--- src/rtl/legup_div_sequential.sv ---
`default_nettype none
// +--------------------------------------------------------------------------+
// | Module   : legup_div_sequential                                          |
// | Purpose  : Multi-cycle radix-2 restoring integer divider, one quotient   |
// |            bit per enabled clock, start/done handshake, clken stall.     |
// | Ports    : clock, aclr (sync, active-high), clken, start,                |
// |            numer[widthn], denom[widthd] -> busy, done,                   |
// |            quotient[widthn], remain[widthd]                              |
// |            div_by_zero (only when LEGUP_DIV_ZERO_FLAG_EN is defined)     |
// | Config   : `define LEGUP_DIV_ZERO_FLAG_EN adds the div_by_zero output.   |
// | Revision : 1.0  initial release                                          |
// +--------------------------------------------------------------------------+
module legup_div_sequential #(
   parameter int    widthn         = 32,
   parameter int    widthd         = 32,
   parameter string representation = "UNSIGNED"
) (
   input  logic              clock,
   input  logic              aclr,
   input  logic              clken,
   input  logic              start,
   input  logic [widthn-1:0] numer,
   input  logic [widthd-1:0] denom,
   output logic              busy,
   output logic              done,
   output logic [widthn-1:0] quotient,
   output logic [widthd-1:0] remain
`ifdef LEGUP_DIV_ZERO_FLAG_EN
   ,
   output logic              div_by_zero
`endif
);

   localparam bit IS_SIGNED = (representation == "SIGNED");
   localparam int CNT_W     = $clog2(widthn + 1);

   typedef enum logic [1:0] {
      S_IDLE = 2'd0,
      S_CALC = 2'd1,
      S_FIX  = 2'd2,
      S_DONE = 2'd3
   } state_t;

   state_t              state_q, state_d;
   logic [CNT_W-1:0]    cnt_q, cnt_d;
   // Holds the numerator magnitude; quotient bits shift in at the bottom as
   // numerator bits leave from the top, so it ends up holding |quotient|.
   logic [widthn-1:0]   num_q, num_d;
   logic [widthd-1:0]   den_q, den_d;
   logic [widthd-1:0]   rem_q, rem_d;
   logic [widthd-1:0]   numer_lo_q, numer_lo_d;
   logic                q_neg_q, q_neg_d;
   logic                r_neg_q, r_neg_d;
   logic                dz_q, dz_d;
   logic                busy_q, busy_d;
   logic                done_q, done_d;
   logic [widthn-1:0]   quotient_q, quotient_d;
   logic [widthd-1:0]   remain_q, remain_d;
`ifdef LEGUP_DIV_ZERO_FLAG_EN
   logic                div_by_zero_q, div_by_zero_d;
`endif

   // Partial remainder after the shift is widthd+1 bits wide. The compare
   // uses all bits; the subtraction only needs the low widthd bits because a
   // successful trial result is always below |denom|.
   logic [widthd:0]     w_rem_shift;
   logic                w_ge;
   logic [widthd-1:0]   w_sub;

   assign w_rem_shift = {rem_q, num_q[widthn-1]};
   assign w_ge        = (w_rem_shift >= {1'b0, den_q});
   assign w_sub       = w_rem_shift[widthd-1:0] - den_q;

   always_comb begin
      state_d    = state_q;
      cnt_d      = cnt_q;
      num_d      = num_q;
      den_d      = den_q;
      rem_d      = rem_q;
      numer_lo_d = numer_lo_q;
      q_neg_d    = q_neg_q;
      r_neg_d    = r_neg_q;
      dz_d       = dz_q;
      busy_d     = busy_q;
      done_d     = done_q;
      quotient_d = quotient_q;
      remain_d   = remain_q;
`ifdef LEGUP_DIV_ZERO_FLAG_EN
      div_by_zero_d = div_by_zero_q;
`endif
      if (clken) begin
         case (state_q)
            S_IDLE: begin
               if (start) begin
                  num_d      = (IS_SIGNED && numer[widthn-1]) ? ({widthn{1'b0}} - numer) : numer;
                  den_d      = (IS_SIGNED && denom[widthd-1]) ? ({widthd{1'b0}} - denom) : denom;
                  rem_d      = '0;
                  cnt_d      = CNT_W'(widthn);
                  q_neg_d    = IS_SIGNED && (numer[widthn-1] ^ denom[widthd-1]);
                  r_neg_d    = IS_SIGNED && numer[widthn-1];
                  dz_d       = (denom == '0);
                  numer_lo_d = numer[widthd-1:0];
                  busy_d     = 1'b1;
                  state_d    = S_CALC;
               end
            end
            S_CALC: begin
               rem_d = w_ge ? w_sub : w_rem_shift[widthd-1:0];
               num_d = {num_q[widthn-2:0], w_ge};
               cnt_d = cnt_q - CNT_W'(1);
               if (cnt_q == CNT_W'(1)) begin
                  state_d = S_FIX;
               end
            end
            S_FIX: begin
               if (dz_q) begin
                  quotient_d = '1;
                  remain_d   = numer_lo_q;
               end else begin
                  // Most-negative / -1 needs no special case: the magnitude
                  // 2^(widthn-1) is not negated and reads back as itself.
                  quotient_d = q_neg_q ? ({widthn{1'b0}} - num_q) : num_q;
                  remain_d   = r_neg_q ? ({widthd{1'b0}} - rem_q) : rem_q;
               end
`ifdef LEGUP_DIV_ZERO_FLAG_EN
               div_by_zero_d = dz_q;
`endif
               busy_d  = 1'b0;
               done_d  = 1'b1;
               state_d = S_DONE;
            end
            S_DONE: begin
               done_d  = 1'b0;
               state_d = S_IDLE;
            end
         endcase
      end
   end

   always_ff @(posedge clock) begin
      if (aclr) begin
         state_q    <= S_IDLE;
         cnt_q      <= '0;
         num_q      <= '0;
         den_q      <= '0;
         rem_q      <= '0;
         numer_lo_q <= '0;
         q_neg_q    <= 1'b0;
         r_neg_q    <= 1'b0;
         dz_q       <= 1'b0;
         busy_q     <= 1'b0;
         done_q     <= 1'b0;
         quotient_q <= '0;
         remain_q   <= '0;
`ifdef LEGUP_DIV_ZERO_FLAG_EN
         div_by_zero_q <= 1'b0;
`endif
      end else begin
         state_q    <= state_d;
         cnt_q      <= cnt_d;
         num_q      <= num_d;
         den_q      <= den_d;
         rem_q      <= rem_d;
         numer_lo_q <= numer_lo_d;
         q_neg_q    <= q_neg_d;
         r_neg_q    <= r_neg_d;
         dz_q       <= dz_d;
         busy_q     <= busy_d;
         done_q     <= done_d;
         quotient_q <= quotient_d;
         remain_q   <= remain_d;
`ifdef LEGUP_DIV_ZERO_FLAG_EN
         div_by_zero_q <= div_by_zero_d;
`endif
      end
   end

   assign busy     = busy_q;
   assign done     = done_q;
   assign quotient = quotient_q;
   assign remain   = remain_q;
`ifdef LEGUP_DIV_ZERO_FLAG_EN
   assign div_by_zero = div_by_zero_q;
`endif

endmodule
`default_nettype wire

--- config.mk ---
export PLATFORM = sky130hd
export DESIGN_NAME = legup_div_sequential
export DESIGN_NICKNAME = d
export VERILOG_FILES = /design/src/rtl/legup_div_sequential.sv
export SDC_FILE = /design/constraint.sdc
export NUM_CORES = 1
export LEC_CHECK = 0
export ABC_AREA = 1
export ABC_CLOCK_PERIOD_IN_PS = 4400
export CORE_MARGIN = 2
export CORE_UTILIZATION = 55
export CTS_CLUSTER_SIZE = 10
export DETAILED_ROUTE_END_ITERATION = 8
export DONT_BUFFER_PORTS = 1
export GPL_ROUTABILITY_DRIVEN = 1
export PLACE_DENSITY = 0.7
export SYNTH_ARGS = -nofsm -noshare
export SYNTH_HDL_FRONTEND = slang
export SYNTH_SLANG_ARGS = --single-unit
--- constraint.sdc ---
create_clock -name clock -period 4.4 [get_ports clock]
set_clock_uncertainty 0.1 [all_clocks]
set_input_delay 0.66 -clock clock [delete_from_list [all_inputs] [get_ports clock]]
set_output_delay 0.66 -clock clock [all_outputs]
set_load 0.1 [all_outputs]
Yosys cells after proc, flatten, opt, wreduce, memory -nomap -nowiden
Index checks and enable logic that the tools add are counted.

storage, ports and cells
  flip-flop bits (word level) = 203
  latch bits = 0
  memory bits (writable) = 0
  memory bits (read-only) = 0
  bits of input ports = 68
  output and inout port bits = 66
  logic and storage cells = 46
  memories = 0

operators by class
  add/sub/neg operators = 2
  multipliers = 0
  divide/modulo/power cells = 0
  magnitude comparators = 1
  equality and inequality tests = 6
  shift-type cells = 0
  muxes and demuxes = 15
  bitwise gates (word level) = 0
  reductions and logical operators = 11

operator list
  operator               count
  $mux W32               5
  $pmux W32 S2           2
  $ge A33 B32 Y1         1
  $logic_not A32 Y1      1
  $sub A32 B32 Y32       1
  $pmux W6 S2            1
  $reduce_and A3 Y1      4
  $pmux W2 S4            1
  $eq A6 B1 Y1 const B   1
  $mux W6                1
  $reduce_bool A2 Y1     3
  $sub A6 B1 Y6 const B  1
  $eq A2 B2 Y1 const B   2
  $mux W2                2
  $ne A2 B2 Y1 const B   2
  $pmux W1 S2            2
  $reduce_and A2 Y1      2
  $eq A2 B1 Y1 const B   1
  $logic_not A2 Y1       1
  $mux W1                1

Longest topological paths before layout
  depth in word-level cells = 3
  mapped depth = 17
  gate-level depth less buffers = 16

Least setup slack after synthesis
OpenSTA, ideal clock, no wires.

  path kind = register to register
  from = register num_q[31]
  to = register rem_q[28]
  library setup time = 0.134 ns
  arrival = 1.836 ns
  data required time = 4.166 ns
  slack = 2.330 ns
  cell stages (with the launch flop) = 16
  period minus slack after synthesis = 2.070 ns
  cell sequence = dfxtp_1 -> inv_1 -> ha_1 -> fa_1 -> inv_1 -> nand3_1 -> nand3_1 -> nand2_1 -> nand2_1 -> nand2_1 -> nand2_1 -> nand2_1 -> nand3_1 -> nand3_1 -> nand2_1 -> a21oi_1

between the ends
  cells in the longest elaborated chain, start to end = 3

ends and longest elaborated chain
  element                                             RTL line  text
  start: declaration                                  48        logic [widthn-1:0] num_q, num_d;
  start signal: assignment                            161       num_q <= num_d;
  $sub A32 B32 Y32 or $ge A33 B32 Y1 (tied branches)  72, 71
  $mux W32 (*)                                        108       rem_d = w_ge ? w_sub : w_rem_shift[widthd-1:0];
  $pmux W32 S2 (*)                                    92        case (state_q)
  end signal: assignment                              163       rem_q <= rem_d;
  end: declaration                                    50        logic [widthd-1:0] rem_q, rem_d;

Every way passes the cells marked *; elsewhere a longest branch is shown, timed or not.
A chain may end at the register's enable or synchronous reset.

Final worst setup path
  from = register state_q[1]
  to = register cnt_q[2]

between the ends
  cells in the longest elaborated chain, start to end = 3

ends and longest elaborated chain
  element                                                              RTL line  text
  start: declaration                                                   44        state_t state_q, state_d;
  start signal: assignment                                             159       state_q <= state_d;
  $eq A2 B1 Y1 or $logic_not A2 Y1 (tied branches)                     92
  $reduce_bool A2 Y1 (no source line) or $ne A2 B2 Y1 (tied branches)  --
  $reduce_and A3 Y1 (no source line)                                   --
  end signal: assignment                                               160       cnt_q <= cnt_d;
  end: declaration                                                     45        logic [CNT_W-1:0] cnt_q, cnt_d;

Several ways; a longest one is shown, not always the timed one.

==> results.cfg <==
[outcome]
status = complete, no violations

[critical_path]
required_ps = 4750
path_class = reg2reg
critPathArrivalTime_ps = 3530
cp-start-kind = register
path_max_fanout = 67
rrSetupSlack_ps = 1220
end_kind = register

[global_routing]
grt_pass1_wl_um = 51000
grt_pass1_vias = 9728
grt_max_degree = 73
grt_antenna_before_repair = 0
grt_usage_pct = 29.3
grt-ovfl-total = 0

[yosys]
synth_seq_area_share_pct = 37.0
synth_top_family_by_area = simple AND/OR/NAND/NOR gates
synth_fa_ha_area_share_pct = 4.51
yosys_warnings = 0
synth_fp_nets = 1759
syn_inst = 1652
yosys.area.top_type = dfxtp_1
synth_xor_area_share_pct = 1.36
synth_compound_area_share_pct = 16.3
mappedNetlistArea_um2 = 11000
synth.distinct_cells = 40
yosys.area_share.simple_pct = 29.6
synth_mux_area_share_pct = 0
synth_top_area_share_pct = 37.0
synth.avg_cell_area_um2 = 6.65
ys_seq_elements = 203
ys_top_cells_by_area = dfxtp_1 37%, nand2_1 17%, inv_1 7.3%, a21oi_1 5.5%, o21ai_0 4.6%

[cells_and_area]
regArea_um2 = 4070
layout-drive-gt1-share_pct = 5.36
mostFrequentLayoutCells = 483 x nand2_1, 212 x inv_1, 202 x dfxtp_1
multi_input_area_um2 = 5700
syn2layout_area_growth_pct = 6.70
fillers = 1925
final_common_cell = nand2_1
diodes = 0
nNetsFinal = 1709
fin_cells = 1868

[worst_hold_path]
min_path_type = in2reg

[floorplan]
dieArea_um2 = 21100
initial_core_util_pct = 56.3
core_area_um2 = 19500
rows = 51
io-pin-count = 134
die_w_um = 145
fp.dieH_um = 145

[detailed_routing]
vias = 10300
wirelength_um = 31300
wl_per_cell_um = 16.8
detail_route.vias_per_cell = 5.51
final_antenna_net_count = 0
dr.pass1.iters = 7
first_iter_violations = 603
drc = 0

[sta]
fmax_mhz = 314
maxSlewViolCount = 0
min_period_over_period_pct = 72.4
relSlewSlack_pct = 27.4
setup_tns_ps = 0
post-route-min-period_ps = 3180
hold_viol_final = 0
rsz0062_at_grt = false
worstMarginPinSlew_ps = 1090
setup_ws_ps = 1220
setup_viol = 0
holdWs_ps = 119

[cts]
cts_setup_buffers = 0
clockBufferDepth = 3
cts-root-buf = clkbuf_16
cts_tree = yes
clk_pin_slew_ps = 50
cts_made_buffers = 24
cts_sinks = 203
cts_hold_buf = 0
htreeDepth = 1
cts_resized = 0
clock_latency_ps = 510

[power_and_ir_drop]
leakagePower_nw = 5.47
powerDensity_nw_per_um2 = 443
irDropWorstVdd_uv = 328

[placed_design]
port_buffers = 0
dp.cells = 1841
post-place-ws_ps = 1250
dp_hpwl_um = 23000
place_congestion = 0.928

[job]
maxCapViolCount = 0
state kept, by name, indices dropped and copies added, names as in the netlist:
register    cells
den_q          32
num_q          32
numer_lo_q     32
quotient       32
rem_q          32
remain         32
cnt_q           6
state_q         2
busy            1
done            1
dz_q            1
synth_stat cells:
master	instances
nor3_1	36
buf_1	4
nand2_4	2
a21o_1	1
buf_2	11
dfxtp_1	203
clkbuf_1	67
o211ai_1	54
nand2_1	483
nand3_1	89
nand2_2	8
xnor2_1	13
xor2_1	4
a21oi_2	2
buf_4	4
nor4_4	1
nand4_1	14
fa_1	1
and2_1	3
inv_2	10
o21ai_1	1
nor2_1	80
o21bai_1	5
buf_6	2
nor2_4	1
o21ai_0	100
clkinv_1	6
nor3_2	1
o22ai_1	1
or2_1	1
a21oi_1	120
nand3b_1	11
a31oi_1	33
ha_1	38
o21a_1	1
nor2_2	9
or2_2	2
inv_1	213
nand3_2	7
nor4_1	10
worst max-delay path, stage by stage (launching register included):
cell     delay [ps]
dfxtp_1         330
inv_1           110
ha_1            160
buf_4           330
inv_2           330
nor2_2          230
nor2_2           40
buf_4           250
inv_2           730
nand2_1         140
or2_1           250
a21oi_1         110
worst paths after layout:
| kind | startpoint | to | cells past startpoint |
|---|---|---|---|
| setup / recovery | state_q[1] | cnt_q[2] | 11 |
| hold reg to reg | den_q[15] | den_q[15] | 2 |
| hold / removal | aclr | numer_lo_q[29] | 1 |
| setup reg to reg | state_q[1] | cnt_q[2] | 11 |
cell type report:
| class | count | area share, % |
|---|---|---|
| well taps | 265 | 2.83 |
| clock buffers | 25 | 5.34 |
| inverters | 229 | 7.34 |
| repair buffers | 12 | 0.875 |
| multi-input cells | 1132 | 48.6 |
| flip-flops and latches | 203 | 34.7 |
| clock inverters | 2 | 0.299 |
metal layers:
| metal | global-route usage (%) | share of wire [%] | up-vias |
|---|---|---|---|
| li1 | - | - | 5229 |
| met1 | 39.7 | 45 | 4733 |
| met2 | 47.1 | 45 | 274 |
| met3 | 6.93 | 7.4 | 50 |
| met4 | 7.75 | 2.5 | 0 |
| met5 | 0 | 0 | - |
power by group:
group          switching, W  leakage (nW)  internal, W
clock network      0.000706         0.326      0.00105
registers          0.000446          1.66      0.00199
logic              0.000685          3.49     0.000316
logic make-up after synthesis:
group / count (synthesis)
fa+ha+maj: 39
buf+inv: 317
flops: 203
simple gates: 758
compound gates: 318
xor+xnor: 17
metrics by stage:
step	util [%]	cell area (um^2)	total power, W
after detailed placement	56.7	11100	0.00346
after CTS	60.0	11700	0.00521
final	60.0	11700	0.00519
after global routing	60.0	11700	0.00545
after global placement	56.7	11100	0.00345
after floorplan	-	11000	0.00322
Power figures use the tool's default switching activity.
